**config.mk**
```make
export PLATFORM = sky130hd
export DESIGN_NAME = pipeline_flops
export DESIGN_NICKNAME = d
export VERILOG_FILES = /design/src/rtl/pipeline_flops.sv
export SDC_FILE = /design/constraint.sdc
export NUM_CORES = 1
export LEC_CHECK = 0
export ABC_CLOCK_PERIOD_IN_PS = 1000
export BUFFER_PORTS_ARGS = -buffer_cell sky130_fd_sc_hd__clkbuf_2
export CORE_ASPECT_RATIO = 0.5
export CORE_UTILIZATION = 50
export DETAILED_ROUTE_END_ITERATION = 12
export HOLD_SLACK_MARGIN = 0.02
export PLACE_DENSITY = 0.73
export SYNTH_ARGS = -nofsm -noshare
export SYNTH_HDL_FRONTEND = slang
export SYNTH_SLANG_ARGS = --single-unit
```
**constraint.sdc**
```tcl
create_clock -name clk -period 1 [get_ports clk]
set_input_delay 0.2 -clock clk [delete_from_list [all_inputs] [get_ports clk]]
set_output_delay 0.2 -clock clk [all_outputs]
set_load 0.03 [all_outputs]
```
**src/rtl/pipeline_flops.sv**
```systemverilog
`default_nettype none
// ============================================================================
//  Module   : pipeline_flops
//  Brief    : Fixed-latency register pipeline. NUM_STAGES chained registers of
//             DATA_WIDTH bits, shifting every clock, synchronous active-low
//             reset clears every stage.
//  Revision : 1.0 - initial release
// ============================================================================
module pipeline_flops #(
    parameter int NUM_STAGES = 3,
    parameter int DATA_WIDTH = 16
) (
    input  logic                  clk,
    input  logic                  rstn,
    input  logic [DATA_WIDTH-1:0] inp,
    output logic [DATA_WIDTH-1:0] out_top
);

    // Out-of-range parameters stop elaboration instead of being truncated.
    generate
        if (NUM_STAGES < 1 || NUM_STAGES > 64) begin : g_bad_num_stages
            $error("pipeline_flops: NUM_STAGES=%0d outside 1..64", NUM_STAGES);
        end
        if (DATA_WIDTH < 1 || DATA_WIDTH > 1024) begin : g_bad_data_width
            $error("pipeline_flops: DATA_WIDTH=%0d outside 1..1024", DATA_WIDTH);
        end
    endgenerate

    // Index 0 is stage 1 (fed from inp); index NUM_STAGES-1 drives out_top.
    logic [DATA_WIDTH-1:0] r_stage [NUM_STAGES];

    // Shift the whole chain every edge; reset clears every stage so no
    // in-flight word survives a reset edge.
    always_ff @(posedge clk) begin
        if (!rstn) begin
            for (int k = 0; k < NUM_STAGES; k++) begin
                r_stage[k] <= '0;
            end
        end else begin
            r_stage[0] <= inp;
            for (int k = 1; k < NUM_STAGES; k++) begin
                r_stage[k] <= r_stage[k-1];
            end
        end
    end

    // Output comes straight from the last register: no path from inp.
    assign out_top = r_stage[NUM_STAGES-1];

endmodule
`default_nettype wire

```
==> impl_metrics.ini <==
[logic_synthesis]
synthMuxAreaShare = 0
ys_ff_latch = 48
netlist_instances = 117
syn-mean-instance-area_um2 = 12.41
syn_nets = 135
yosys.area_share.simple = 0.2250
syn_area_um2 = 1451
yosysUniqueCellTypes = 6
ys_seq_area_frac = 0.6621
synth_top_family_by_area = simple AND/OR/NAND/NOR gates
synth_compound_area_frac = 0
synth-xor-area-share = 0
synth_fa_ha_area_frac = 0
ys_warn_count = 0

[cells_and_area]
antennaDiodeCount = 0
largest-register = r_stage
finish.utilization = 0.6567
syn2layout_area_growth_pct = 20.69
final_common_cell = dfxtp_1
fill_cells = 204
largest_reg_flops = 48
stdcell_count = 175
layout-drive-gt1-share = 0.5217
nets = 155
largestRegisters = r_stage (48)
final_cell_mix = dfxtp_1, and2_1, and2_2

[sta]
hold_violations = 0
setup_viol = 0
period_share = 0.9668
setup_tns_ns = 0
fmax_ghz = 1.034
timing.slew.headroom = 0.9135
skew_ns = 0.004558
worstMarginPinSlew_ns = 0.1298
slew_violations = 0
rsz0062_at_grt = no
period_needed_ns = 0.9668

[critical_path]
path_buf_inv = 1
start_kind = flop
crit_fanout = 1
cp_slowest_stage_delay_ns = 0.33
crit_arrival_ns = 0.77
cp-end-kind = primary output
crit_slowest_cell = dfxtp_2
path_class = flop to primary output
crit_required_ns = 0.80
path_cells = clkbuf_8
path_delay_family = flip-flops
worst-path-stages = 1
rr_worst_depth = 1

[global_routing]
grt_start_max_net_pins = 49
grt_first_pass_wirelength_mm = 2.104
grt_pass1_vias = 465
grt_usage = 0.1019
antenna_found_initial = 0
grt_overflow = 0

[clock_network]
htreeDepth = 2
cts_setup_buffers = 0
clock_sinks = 48
hold_buffers = 0
worstSkewPairLatency_ns = 0.29
cts_root_buf = clkbuf_8
numCtsBuffers = 5
clock_path_buffers = 2
clk_pin_slew_ns = 0.08
cts_tree = done

[pwr]
ir_drop_mv = 1.148
p_per_area_nw_per_um2 = 2055
leakage_nw = 0.7913

[status]
status = finished, final reports clean

[routing]
first_iter_violations = 45
routed-via-count = 657
routed_wl_mm = 1.424
via_per_inst = 3.754
wl_per_cell_um = 8.137
ant_nets = 0
firstDrtPassIters = 2
drc_errors = 0

[run]
cap_violations = 0

[die]
placement_rows = 13
start_util = 0.5441
core_um2 = 2668
die_y_um = 40.10
die_w_um = 78.20
design.portCount = 34
dieArea_um2 = 3135

[place]
placed_cells = 167
numPortBuffers = 33
routabilityCongestion = 0.5761

[worst_hold_path]
worstHoldPathType = primary input to flop
hold_depth = 2
[stage by stage]
step                hold WS (ns)  worst slack (ns)  area (um2)  power [mW]
floorplan                 0.3273            0.3107        1451       2.181
CTS                      0.09145        0.00007205        1724       3.638
detailed placement        0.4092            0.2257        1519       2.212
global route             0.09303          0.001576        1752       3.748
finish                    0.1025           0.03318        1752       3.600
global placement          0.4098            0.2314        1519       2.206
[power by group]
part	internal, mW	switching [mW]
logic	0.104	0.0777
registers	1.99	0.0158
clock network	0.817	0.598
total	2.91	0.692
[cells by family after synthesis]
kind of cell,after synthesis
and+or+nand+nor,48
buffers and inverters,21
DFF,48
[path summary, 6_finish.rpt]
path | from | end | slack, ns
hold reg to reg | r_stage[0][9] | r_stage[0][25] | 0.43
setup / recovery | r_stage[0][41] | out_top[9] | 0.03
hold / removal | inp[12] | r_stage[0][12] | 0.10
setup reg to reg | r_stage[0][21] | r_stage[0][37] | 0.42
[cells in the mapped netlist (all sizes together)]
library cell,instances,area (um2)
buf,19,153.9
and2,48,326.6
dfxtp,48,960.9
clkbuf,2,10.01
[cell type report]
| class | instances | area [um2] | area share |
|---|---|---|---|
| repair buffers | 34 | 285.3 | 0.1629 |
| well taps | 37 | 46.29 | 0.02643 |
| multi-input cells | 48 | 326.6 | 0.1864 |
| clock inverters | 2 | 38.79 | 0.02214 |
| flip-flops and latches | 48 | 972.2 | 0.5550 |
| clock buffers | 6 | 82.58 | 0.04714 |
[routing by layer]
layer,part of all wire,GRT usage
met1,0.47,0.1192
met2,0.41,0.1294
met3,0.080,0.05455
met4,0.038,0.1111
met5,0,0
[repair_timing]
item                       in CTS  in global routing
resized for setup              23                 23
hold endpoints to repair        0                  0
setup endpoints to repair      16                 16
(Power assumes the default switching activity.)
